$ cat src/rtl/alu_control_sequencer.sv
// Hardwired fetch/execute sequencer for register-register ALU, unary
// and multiply/divide instructions on the Phase 1 datapath.
module alu_control_sequencer (
  input  logic        clock,
  input  logic        clear,
  input  logic        run,
  input  logic [31:0] IR,
  output logic        PCout,
  output logic        PCin,
  output logic        IncPC,
  output logic        MARin,
  output logic        Read,
  output logic        MDRin,
  output logic        MDRout,
  output logic        IRin,
  output logic        Yin,
  output logic        Zlowin,
  output logic        Zhighin,
  output logic        Zlowout,
  output logic        Zhighout,
  output logic        HIin,
  output logic        LOin,
  output logic [3:0]  ALUop,
  output logic        ALU_MUL,
  output logic        ALU_DIV,
  output logic [15:0] Rin,
  output logic [15:0] Rout,
  output logic        busy,
  output logic        done,
  output logic        illegal
);

  typedef enum logic [3:0] {
    S_IDLE, S_T0, S_T1, S_T2, S_T3,
    S_T4, S_T5, S_T6, S_FAULT
  } state_t;

  state_t r_state;

  logic [4:0]  w_op;
  logic [15:0] w_ra_sel;
  logic [15:0] w_rb_sel;
  logic [15:0] w_rc_sel;
  logic [3:0]  w_aluop;
  logic        w_alu;
  logic        w_unary;
  logic        w_mul;
  logic        w_div;
  logic        w_muldiv;
  logic        w_last;
  logic        w_unused;

  assign w_op     = IR[31:27];
  assign w_ra_sel = 16'h0001 << IR[26:23];
  assign w_rb_sel = 16'h0001 << IR[22:19];
  assign w_rc_sel = 16'h0001 << IR[18:15];
  assign w_unused = ^IR[14:0];

  always_comb begin
    w_aluop = 4'd0;
    w_alu   = 1'b0;
    w_unary = 1'b0;
    w_mul   = 1'b0;
    w_div   = 1'b0;
    case (w_op)
      5'b00011: begin w_alu = 1'b1; w_aluop = 4'd0; end
      5'b00100: begin w_alu = 1'b1; w_aluop = 4'd1; end
      5'b00101: begin w_alu = 1'b1; w_aluop = 4'd2; end
      5'b00110: begin w_alu = 1'b1; w_aluop = 4'd3; end
      5'b00111: begin w_alu = 1'b1; w_aluop = 4'd4; end
      5'b01000: begin w_alu = 1'b1; w_aluop = 4'd5; end
      5'b01001: begin w_alu = 1'b1; w_aluop = 4'd6; end
      5'b01010: begin w_alu = 1'b1; w_aluop = 4'd7; end
      5'b01011: begin w_alu = 1'b1; w_aluop = 4'd8; end
      5'b10010: begin w_unary = 1'b1; w_aluop = 4'd9; end
      5'b10001: begin w_unary = 1'b1; w_aluop = 4'd10; end
      5'b01111: w_mul = 1'b1;
      5'b10000: w_div = 1'b1;
      default: ;
    endcase
  end

  assign w_muldiv = w_mul | w_div;
  assign w_last   = (r_state == S_T4 && w_unary) ||
                    (r_state == S_T5 && w_alu) ||
                    (r_state == S_T6 && w_muldiv);

  // An opcode that stops matching its class mid-execute also faults.
  always_ff @(posedge clock) begin
    if (clear) begin
      r_state <= S_IDLE;
    end else if (w_last) begin
      r_state <= run ? S_T0 : S_IDLE;
    end else begin
      unique case (r_state)
        S_IDLE:  r_state <= run ? S_T0 : S_IDLE;
        S_T0:    r_state <= S_T1;
        S_T1:    r_state <= S_T2;
        S_T2:    r_state <= S_T3;
        S_T3:    r_state <= (w_alu | w_unary | w_muldiv) ? S_T4 : S_FAULT;
        S_T4:    r_state <= (w_alu | w_muldiv) ? S_T5 : S_FAULT;
        S_T5:    r_state <= w_muldiv ? S_T6 : S_FAULT;
        S_T6:    r_state <= S_FAULT;
        S_FAULT: r_state <= S_FAULT;
        default: r_state <= S_IDLE;
      endcase
    end
  end

  always_comb begin
    PCout    = 1'b0;
    PCin     = 1'b0;
    IncPC    = 1'b0;
    MARin    = 1'b0;
    Read     = 1'b0;
    MDRin    = 1'b0;
    MDRout   = 1'b0;
    IRin     = 1'b0;
    Yin      = 1'b0;
    Zlowin   = 1'b0;
    Zhighin  = 1'b0;
    Zlowout  = 1'b0;
    Zhighout = 1'b0;
    HIin     = 1'b0;
    LOin     = 1'b0;
    ALUop    = 4'd0;
    ALU_MUL  = 1'b0;
    ALU_DIV  = 1'b0;
    Rin      = 16'h0000;
    Rout     = 16'h0000;
    unique case (r_state)
      S_T0: begin
        PCout  = 1'b1;
        MARin  = 1'b1;
        IncPC  = 1'b1;
        Zlowin = 1'b1;
      end
      S_T1: begin
        Zlowout = 1'b1;
        PCin    = 1'b1;
        Read    = 1'b1;
        MDRin   = 1'b1;
      end
      S_T2: begin
        MDRout = 1'b1;
        IRin   = 1'b1;
      end
      S_T3: begin
        if (w_alu) begin
          Rout = w_rb_sel;
          Yin  = 1'b1;
        end else if (w_unary) begin
          Rout   = w_rb_sel;
          ALUop  = w_aluop;
          Zlowin = 1'b1;
        end else if (w_muldiv) begin
          Rout = w_ra_sel;
          Yin  = 1'b1;
        end
      end
      S_T4: begin
        if (w_alu) begin
          Rout   = w_rc_sel;
          ALUop  = w_aluop;
          Zlowin = 1'b1;
        end else if (w_unary) begin
          Zlowout = 1'b1;
          Rin     = w_ra_sel;
        end else if (w_muldiv) begin
          Rout    = w_rb_sel;
          ALU_MUL = w_mul;
          ALU_DIV = w_div;
          Zlowin  = 1'b1;
          Zhighin = 1'b1;
        end
      end
      S_T5: begin
        if (w_alu) begin
          Zlowout = 1'b1;
          Rin     = w_ra_sel;
        end else if (w_muldiv) begin
          Zlowout = 1'b1;
          LOin    = 1'b1;
        end
      end
      S_T6: begin
        if (w_muldiv) begin
          Zhighout = 1'b1;
          HIin     = 1'b1;
        end
      end
      default: ;
    endcase
  end

  assign done    = w_last;
  assign busy    = (r_state != S_IDLE) && (r_state != S_FAULT);
  assign illegal = (r_state == S_FAULT);

endmodule
$ cat config.mk
export PLATFORM = sky130hd
export DESIGN_NAME = alu_control_sequencer
export DESIGN_NICKNAME = d
export VERILOG_FILES = /design/src/rtl/alu_control_sequencer.sv
export SDC_FILE = /design/constraint.sdc
export NUM_CORES = 1
export LEC_CHECK = 0
export ABC_AREA = 1
export BUFFER_PORTS_ARGS = -buffer_cell sky130_fd_sc_hd__buf_2
export CAP_MARGIN = 20
export CORE_MARGIN = 2
export CORE_UTILIZATION = 49
export CTS_BUF_LIST = sky130_fd_sc_hd__clkbuf_8
export DETAILED_ROUTE_END_ITERATION = 8
export PLACE_DENSITY_LB_ADDON = 0.25
export SLEW_MARGIN = 10
export SYNTH_ARGS = -nofsm -noshare
export SYNTH_HDL_FRONTEND = slang
export SYNTH_SLANG_ARGS = --single-unit
$ cat constraint.sdc
create_clock -name clock -period 3.19 [get_ports clock]
set_clock_uncertainty 0.15 [all_clocks]
set_input_delay 0.638 -clock clock [delete_from_list [all_inputs] [get_ports clock]]
set_output_delay 0.638 -clock clock [all_outputs]
set_load 0.05 [all_outputs]
Yosys cells after proc, flatten, opt, wreduce, memory -nomap -nowiden --
Cells that the tools add are included.
Storage, ports and cells: logic and storage cells 92, bits in read-only memories 0, latch bits 0, RAM bits 0, input bits 35, bits in registers 4, output and inout port bits 56, memories kept 0
Cells by class: eq/ne operators 22, multiply operators 0, magnitude comparators 0, add/sub/neg operators 0, muxes and demuxes 51, shift operators 3, divide/modulo/power cells 0, bitwise gates (word level) 4, reductions and logical operators 11
Operators with widths (count):
- 16-bit 2-to-1 mux | 9
- 16-bit case mux with 2 select lines | 2
- 1-bit by 4-bit << shifter with 16-bit output (first input constant) | 3
- 4-bit case mux with 10 select lines | 1
- 4-bit case mux with 8 select lines | 1
- 1-bit 2-to-1 mux | 28
- 4-bit 2-to-1 mux | 7
- 5-bit by 4-bit == test with 1-bit output (second input constant) | 5
- 5-bit by 3-bit == test with 1-bit output (second input constant) | 4
- 4-bit by 3-bit == test with 1-bit output (second input constant) | 4
- 5-bit == test (second input constant) | 3
- 9-bit OR reduction | 1
- 4-bit by 2-bit == test with 1-bit output (second input constant) | 2
- 4-bit case mux with 2 select lines | 1
- 1-bit case mux with 3 select lines | 2
- 5-bit by 2-bit == test with 1-bit output (second input constant) | 1
- 4-bit by 1-bit == test with 1-bit output (second input constant) | 1
- 4-bit == test (second input constant) | 1
- 1-bit logical AND | 4
- 4-bit zero test | 1
- 4-bit != test (second input constant) | 1
- 1-bit bitwise OR | 4
- 4-bit nonzero test | 1
- 2-bit OR reduction | 2
- 1-bit logical OR | 2

Logic depth before layout (Yosys ltp) --
Gate-level depths: netlist of run 1.
depth in word-level cells 8, gate-level depth with buffers 11, mapped depth without buffers 10

Worst setup path after synthesis of run 1 --
No wires, ideal clock.
path kind in2out, start point input port IR[29], end point output port Rin[0], arrival time 2468 ps, slack -66 ps, data required time 2402 ps, stages on the path 9, buffers on the path 1, path through inv_2 > nand2_1 > nor2_2 > nand2_2 > inv_2 > nand2_1 > and2_4 > buf_6 > nor3_1
Between the ends: word-level cells in the longest chain between the ends 6, elaborated cells between the ends (all ways) 19, those cells by class eq/ne: 11; mux: 6; reduce/logical: 2
Ends and longest elaborated chain:
- from (decl) | line 7 | input logic [31:0] IR,
- 5-bit == test | line 65 | case (w_op)
- 2-bit OR reduction (no source line)
- 1-bit 2-to-1 mux | line 65
- 16-bit 2-to-1 mux | line 166 | end else if (w_unary) begin
- 16-bit 2-to-1 mux | line 162 | if (w_alu) begin
- 16-bit case mux with 2 select lines (*) | line 131 | unique case (r_state)
- to (decl) | line 26 | output logic [15:0] Rin,
Every way passes the cells marked *; elsewhere a longest branch is shown, timed or not.

Worst setup path after layout of run 1 --
start point input port IR[27], end point output port Rout[6]
Between the ends: word-level cells in the longest chain between the ends 7, elaborated cells between the ends (all ways) 27, those cells by class eq/ne: 13; mux: 11; bitwise: 1; reduce/logical: 2
Ends and longest elaborated chain:
- 5-bit by 4-bit == test with 1-bit output / 5-bit == test (equally long branches) | line 65
- 1-bit 2-to-1 mux | line 65
- 1-bit bitwise OR | line 83 | assign w_muldiv = w_mul | w_div;
- 16-bit 2-to-1 mux (on tied branches) | line 169, 156
- 16-bit 2-to-1 mux (on tied branches) | line 166, 152
- 16-bit 2-to-1 mux (on tied branches) | line 162, 149
- 16-bit case mux with 2 select lines (*) | line 131
- to (decl) | line 27 | output logic [15:0] Rout,
Marked as above.

==> results of run 1 <==
-- through the flow --
step / instance area [um2] / TNS [ns] / instances
floorplan: 1570 / -0.460 / 325
global placement: 1920 / 0 / 430
detailed placement: 1920 / 0 / 430
CTS: 1960 / 0 / 433
global route: 1960 / 0 / 433
finish: 1960 / 0 / 433
-- cells in the mapped netlist, drive strengths merged, types with 4 or more instances --
library cell,count,area share
nor3,31,0.11
nand3,25,0.091
a31oi,5,0.020
nor4,7,0.028
nor2,59,0.15
clkbuf,6,0.014
dfxtp,4,0.051
o21ai,14,0.045
inv,37,0.088
o211ai,5,0.024
a21oi,7,0.022
buf,12,0.056
nand4,9,0.036
nand2,96,0.24
-- routing by layer --
| layer | up-vias | GRT usage | share of wire |
|---|---|---|---|
| met3 | 8 | 0.0107 | 0.058 |
| met1 | 1016 | 0.326 | 0.45 |
| met4 | 0 | 0.0435 | 0.013 |
| met2 | 100 | 0.453 | 0.48 |
| met5 | - | 0 | 0 |
| li1 | 1199 | - | - |
-- kinds of logic (layout without fill, tap and decap cells) --
| kind of cell | Yosys count | count (layout) |
|---|---|---|
| flip-flops | 4 | 4 |
| AO/OA/AOI/OAI | 35 | 35 |
| AND/OR/NAND/NOR | 230 | 230 |
| buffers and inverters | 56 | 120 |
-- worst min-delay path: cells and delay by family (launching register included) --
| family | cells | cell delay [ns] |
|---|---|---|
| simple gates | 5 | 0.25 |
| flops | 1 | 0.33 |
-- cell type report --
class                      count  area, um2  area share
tap                           44       55.1      0.0280
multi-input combinational    265       1240       0.631
sequential                     4       80.1      0.0408
inverter                      38        143      0.0726
clock buffer                   3       41.3      0.0210
timing repair buffer          79        405       0.206
-- worst min-delay path by stage --
stage                     startpoint    endpoint  slack, ns  depth (start not counted)
final                     r_state[3]  r_state[0]       0.48                          5
after global routing      r_state[3]  r_state[0]       0.53                          5
after CTS                 r_state[3]  r_state[0]       0.49                          5
after detailed placement  r_state[3]  r_state[0]       0.47                          5
after floorplan           r_state[3]  r_state[0]       0.43                          5
after global placement    r_state[3]  r_state[0]       0.46                          5
-- power breakdown --
part / leakage (nW) / switching (mW) / internal, mW
combinational: 1.05 / 0.158 / 0.0498
sequential: 0.0327 / 0.00452 / 0.0539
clock: 0.0216 / 0.0213 / 0.0800
total: 1.10 / 0.184 / 0.184
==> out/results.txt, run 1 <==
Largest regs = r_state (4)
Post-synth EDFFs = 0
Most flops, register = r_state
hpwl dp = 3.86 mm
Top Ports = 91
global-route wire length before repair = 7.32 mm
Critical Path RT = 2.40 ns
DRC Markers = 0
Die ar. = 0.00368 mm2
max reg flops = 4
r2r endpoint = r_state[0]
layout cells sized above 1 = 0.257
Post-Syn Area per Cell = 4.84 um2
Min Clock Period, post-route = 2.92 ns
CP Cell Sequence = buf_2 > nand2_2 > o21ai_0 > nand2_1 > o21ai_0 > o211ai_1 > nand2_1 > buf_2
Max stage delay on crit path = 0.31 ns
Critical R2R Launch = r_state[3]
CTS Buffer Depth = 2
site row count = 20
Synth Area in Adders = 0
Netlist Area Pre-Place = 0.00157 mm2
Antenna Nets Post-Route = 0
TritonCTS clock tree = done
number of gates resized after cts = 0
Distinct cells, synth = 30
GRT Total Usage = 0.248
initial DRC count = 134
post-CTS setup buffer count = 0
post-DR wirelength/cell = 11.3 um
Crit-path slowest cell = nand2_1
largest family of logic cells by synthesized area = simple AND/OR/NAND/NOR gates
final worst-path cycle share = 0.917
MaxCap Viol Count = 0
CP Class = input port to primary output
initial antenna violation count = 0
depth of the CTS H-tree = 1
clock sinks = 4
HP Class = flip-flop to flip-flop
ys async rst share = 0
Hold Slack = 0.483 ns
Peak supply drop = 0.451 mV
largest net degree at the start of global routing = 20
net count after synthesis = 360
sequential fraction of the synthesis area = 0.0509
PD cells = 187 mW/mm2
CP arrival = 2.14 ns
post-synthesis xor/xnor area fraction = 0
Core Area = 0.00305 mm2
Core Util, Final = 0.643
CTS clk-pin slew, worst paths = 0.03 ns
Gate Count Post-Synth = 325
worst skew pair latency = 0.21 ns
Synth Area in Simple Gates = 0.658
mux contribution to synthesized area = 0
CP top delay family = compound AO/OA/AOI/OAI gates
routability cong. = 0.982
Slew @ Worst Pin = 0.532 ns
Worst Reg-to-Reg Cells = 10
Layout Nets = 426
Root Driver = clkbuf_8
run status = complete, no violations
vias = 2323
routed vias/inst = 5.36
Synth Area in Compound Gates = 0.130
Place WS = 0.290 ns
CTS buffer count = 3
YS warnings = 0
Fill cells = 346
Final Hold Viols = 0
Pleak = 1.10 nW
Critical Path Sink = Rout[6]
CP startpoint kind = input port
CP Buf/Inv Count = 2
GRT overflow = 0
setup ws final = 0.265 ns
Overall Power = 0.367 mW
Die W = 60.7 um
Setup crit end kind = primary output
WP depth = 8
top_reg_cell synth = dfxtp_1
CTS hold repair buffers = 0
Initial Util = 0.515
Critical Path Start = IR[27]
r2r setup slk = 1.38 ns
# diodes = 0
most frequent cells in the layout = nand2_1 (92), buf_2 (75), nor2_1 (56)
max frequency = 342 MHz
WL final = 4.89 mm
leading cell type in the layout, fill and taps excluded = nand2_1
unrepaired setup endpoints after global routing = false
Max FO, Critical Path = 15
# port buffers = 75
final setup vio count = 0
Synth Register Bits = 4
fin. max-slew vios = 0
Area Overhead vs Synth = 24.9%
First-pass DRT Iterations = 4
worst rel slew slack = 0.643
Die Ht = 60.7 um
number of global-route vias before repair = 1790
Power figures use the tool's default switching activity.
==> run 2, diff against run 1 <==
CORE_ASPECT_RATIO = 1.25   (was default)
==> run 2 against run 1 <==
- critical path type unchanged
- first-iteration DRC count is 31% lower
- critical endpoint is now Rout[0]
- critical path depth unchanged
- combinational power about the same
==> out/results.txt, run 2 (synthesized netlist as in run 1, its figures left out) <==
run status = complete, no violations
Die ar. = 0.00368 mm2
DRC Markers = 0
site row count = 23
r2r endpoint = r_state[1]
switching power total = 0.186 mW
clock power share = 0.283
number of gates resized after cts = 0
fin. max-slew vios = 0
final setup vio count = 0
Final Hold Viols = 0
setup ws final = 0.262 ns
post-CTS setup buffer count = 0
largest net degree at the start of global routing = 20
clock sinks = 4
final instance area = 0.00196 mm2
final worst-path cycle share = 0.918
unrepaired setup endpoints after global routing = false
Worst Reg-to-Reg Cells = 9
CP Class = input port to primary output
GRT Total Usage = 0.279
Top Ports = 91
Placed Cells = 423
initial DRC count = 93
GRT overflow = 0
max reg flops = 4
CTS clk-pin slew, worst paths = 0.03 ns
hpwl dp = 3.99 mm
Root Driver = clkbuf_8
switching portion of total power = 0.503
Layout Nets = 426
Most flops, register = r_state
Pint = 0.184 mW
PD cells = 189 mW/mm2
max frequency = 342 MHz
Critical R2R Launch = r_state[3]
CP arrival = 2.14 ns
global-route wire length before repair = 7.93 mm
Hold Slack = 0.479 ns
Setup crit end kind = primary output
worst skew pair latency = 0.22 ns
Critical Path Sink = Rout[0]
routed vias/inst = 5.38
Largest regs = r_state (4)
post-DR wirelength/cell = 11.7 um
CP startpoint kind = input port
CTS hold repair buffers = 0
CP Cell Sequence = buf_2 > nand2_2 > o21ai_0 > nand2_1 > nor3_1 > o21ai_0 > nand2_1 > buf_2
combinational fraction of design power = 0.560
Slew @ Worst Pin = 0.562 ns
CP top delay family = simple AND/OR/NAND/NOR gates
Initial Util = 0.501
layout cells sized above 1 = 0.257
Die W = 54.7 um
CTS buffer count = 3
Critical Path Start = IR[27]
Max FO, Critical Path = 15
Die Ht = 67.3 um
Core Area = 0.00314 mm2
number of global-route vias before repair = 1869
Antenna Nets Post-Route = 0
TritonCTS clock tree = done
Min Clock Period, post-route = 2.93 ns
routability cong. = 0.986
Core Util, Final = 0.623
MaxCap Viol Count = 0
depth of the CTS H-tree = 1
most frequent cells in the layout = nand2_1 (92), buf_2 (75), nor2_1 (56)
Non-Filler Instances = 426
Peak supply drop = 0.267 mV
Fill cells = 360
worst rel slew slack = 0.623
Crit-path slowest cell = nand2_1
Max stage delay on crit path = 0.33 ns
WL final = 4.97 mm
CP Buf/Inv Count = 2
leading cell type in the layout, fill and taps excluded = nand2_1
# port buffers = 75
Place WS = 0.286 ns
setup tns final = 0 ns
Critical Path RT = 2.40 ns
hold_sp = r_state[3]
Flop pwr share = 0.157
initial antenna violation count = 0
dpl cell area = 0.00191 mm2
Pleak = 1.10 nW
First-pass DRT Iterations = 4
vias = 2293
Area Overhead vs Synth = 24.3%
# diodes = 0
CTS Buffer Depth = 2
Overall Power = 0.370 mW
HP Class = flip-flop to flip-flop
WP depth = 8
r2r setup slk = 1.39 ns
run 2: cell counts in the layout (fill, tap and decap cells not counted):
Identical to the previous run, type by type.
run 2: tightest hold or removal path, delay by kind of cell, from the launching register on:
family           cells  cell delay, ns
AND/OR/NAND/NOR      5            0.25
flip-flops           1            0.33
run 2: worst min path at each step:
stage / endpoint / depth (start not counted)
6_report: r_state[0] / 5
5_1_grt: r_state[0] / 5
3_3_place_gp: r_state[0] / 5
2_1_floorplan: r_state[0] / 5
4_1_cts: r_state[0] / 5
3_5_place_dp: r_state[0] / 5
run 2: cell type report:
cell class | instances | area, um2 | area share
multi-input combinational | 265 | 1240 | 0.634
timing repair buffer | 79 | 405 | 0.207
inverter | 38 | 143 | 0.0729
sequential | 4 | 80.1 | 0.0409
tap | 37 | 46.3 | 0.0237
clock buffer | 3 | 41.3 | 0.0211
run 2: layer usage:
metal  global-route usage  vias up  share of wire
met1                0.356     1011           0.42
met2                0.475       73           0.50
met4               0.0969        0          0.021
met3               0.0243        8          0.053
li1                     -     1201              -
met5                    0        -              0
run 2: power by group through the flow:
stage	Combinational, mW	Clock [mW]	Sequential (mW)
floorplan	0.159	0	0.0577
global placement	0.203	0	0.0586
detailed placement	0.205	0	0.0587
CTS	0.205	0.107	0.0580
global route	0.226	0.112	0.0588
finish	0.207	0.105	0.0581
==> run 3, diff against run 2 <==
CORE_UTILIZATION = 46   (was 49)
clock period = 3.3 ns   (was 3.19 ns; I/O delays follow)
==> run 3 against run 2 <==
- wire length grew 0.62%
- combinational power fell by 3%
- cell area is the same
- largest power group unchanged
- sequential power is 3% lower
- global-route usage fell by 2.7 points
- critical path type unchanged
==> out/results.txt, run 3 (synthesized netlist as in run 1, its figures left out) <==
GRT Total Usage = 0.252
Most flops, register = r_state
# port buffers = 75
most frequent cells in the layout = nand2_1 (92), buf_2 (75), nor2_1 (56)
Overall Power = 0.355 mW
initial DRC count = 97
hold path depth = 5
max reg flops = 4
Hold Slack = 0.477 ns
Initial Util = 0.484
Pleak = 1.10 nW
global-route wire length before repair = 8.50 mm
max frequency = 335 MHz
r2r endpoint = r_state[0]
Max stage delay on crit path = 0.39 ns
depth of the CTS H-tree = 1
vias = 2298
clock sinks = 4
r2r setup slk = 1.53 ns
Core Area = 0.00325 mm2
setup tns final = 0 ns
run status = complete, no violations
Crit-path slowest cell = nor2_1
final worst-path cycle share = 0.904
WP depth = 10
CP startpoint kind = input port
Place WS = 0.326 ns
largest net degree at the start of global routing = 20
Peak supply drop = 0.255 mV
CTS hold repair buffers = 0
fin. max-slew vios = 0
Antenna Nets Post-Route = 0
Layout Nets = 426
CTS clk-pin slew, worst paths = 0.03 ns
Top Ports = 91
register area = 80.1 um2
site row count = 23
MaxCap Viol Count = 0
CP arrival = 2.17 ns
Slew @ Worst Pin = 0.501 ns
post-CTS setup buffer count = 0
routed vias/inst = 5.39
Die W = 56.3 um
CTS buffer count = 3
HP Class = flip-flop to flip-flop
number of gates resized after cts = 0
Die Ht = 69.4 um
worst skew pair latency = 0.21 ns
# diodes = 0
Critical R2R Launch = r_state[3]
Critical Path RT = 2.49 ns
Largest regs = r_state (4)
Root Driver = clkbuf_8
Critical Path Start = IR[28]
initial antenna violation count = 0
final setup vio count = 0
Fill cells = 388
hpwl dp = 4.01 mm
Max FO, Critical Path = 10
CP Cell Sequence = buf_2 > nand2_2 > nor2_2 > nand2_1 > nand3_4 > nor2_1 > nor2_1 > o21ai_0 > nand2_1 > buf_2
unrepaired setup endpoints after global routing = false
post-DR wirelength/cell = 11.7 um
worst rel slew slack = 0.663
CP Class = input port to primary output
WL final = 5.00 mm
Worst Reg-to-Reg Cells = 10
Multi-input gate area = 0.00124 mm2
routability cong. = 0.969
layout cells sized above 1 = 0.257
PD cells = 181 mW/mm2
Die ar. = 0.00391 mm2
Area Overhead vs Synth = 24.3%
CP Buf/Inv Count = 2
number of global-route vias before repair = 2023
leading cell type in the layout, fill and taps excluded = nand2_1
TritonCTS clock tree = done
setup ws final = 0.316 ns
GRT overflow = 0
Min Clock Period, post-route = 2.98 ns
DRC Markers = 0
CP top delay family = simple AND/OR/NAND/NOR gates
Critical Path Sink = Rout[14]
First-pass DRT Iterations = 4
Final Hold Viols = 0
Setup crit end kind = primary output
CTS Buffer Depth = 2
[run 3: cell counts in the layout (fill, tap and decap cells not counted)]
No cell type changed its count.
[run 3: how the worst min path moves through the flow]
stage / from / endpoint / slack, ns
detailed placement: r_state[3] / r_state[0] / 0.48
global route: r_state[3] / r_state[0] / 0.55
finish: r_state[3] / r_state[0] / 0.48
floorplan: r_state[3] / r_state[0] / 0.43
CTS: r_state[3] / r_state[0] / 0.49
global placement: r_state[3] / r_state[0] / 0.47
[run 3: stage by stage]
step	std cells	cell area, um2	utilization
after floorplan	325	1570	-
after global placement	423	1910	0.589
after detailed placement	423	1910	0.589
after CTS	426	1960	0.601
after global routing	426	1960	0.601
final	426	1960	0.601
[run 3: area by class of cell]
type	count	share of cell area
multi-input cells	265	0.634
clock buffers	3	0.0211
well taps	37	0.0237
inverters	38	0.0729
repair buffers	79	0.207
flip-flops and latches	4	0.0409
[run 3: worst register-to-register path, stage by stage (launching register included)]
cell and delay [ns]:
dfxtp_1 0.30, inv_2 0.07, nand2_2 0.07, nor2_2 0.12, nand2_1 0.14, inv_1 0.33
nand2_1 0.16, nand3_1 0.15, nor2_1 0.05, nand2_1 0.06, nand2_1 0.05
[run 3: metal layers]
| metal | GRT usage | vias up | part of all wire |
|---|---|---|---|
| li1 | - | 1196 | - |
| met1 | 0.311 | 1001 | 0.41 |
| met2 | 0.454 | 91 | 0.51 |
| met3 | 0.0168 | 10 | 0.055 |
| met4 | 0.0820 | 0 | 0.021 |
| met5 | 0 | - | 0 |
[run 3: power breakdown]
| part | leakage (nW) | internal, mW | switching (mW) |
|---|---|---|---|
| logic | 1.05 | 0.0482 | 0.152 |
| clock network | 0.0216 | 0.0773 | 0.0207 |
| registers | 0.0327 | 0.0521 | 0.00412 |
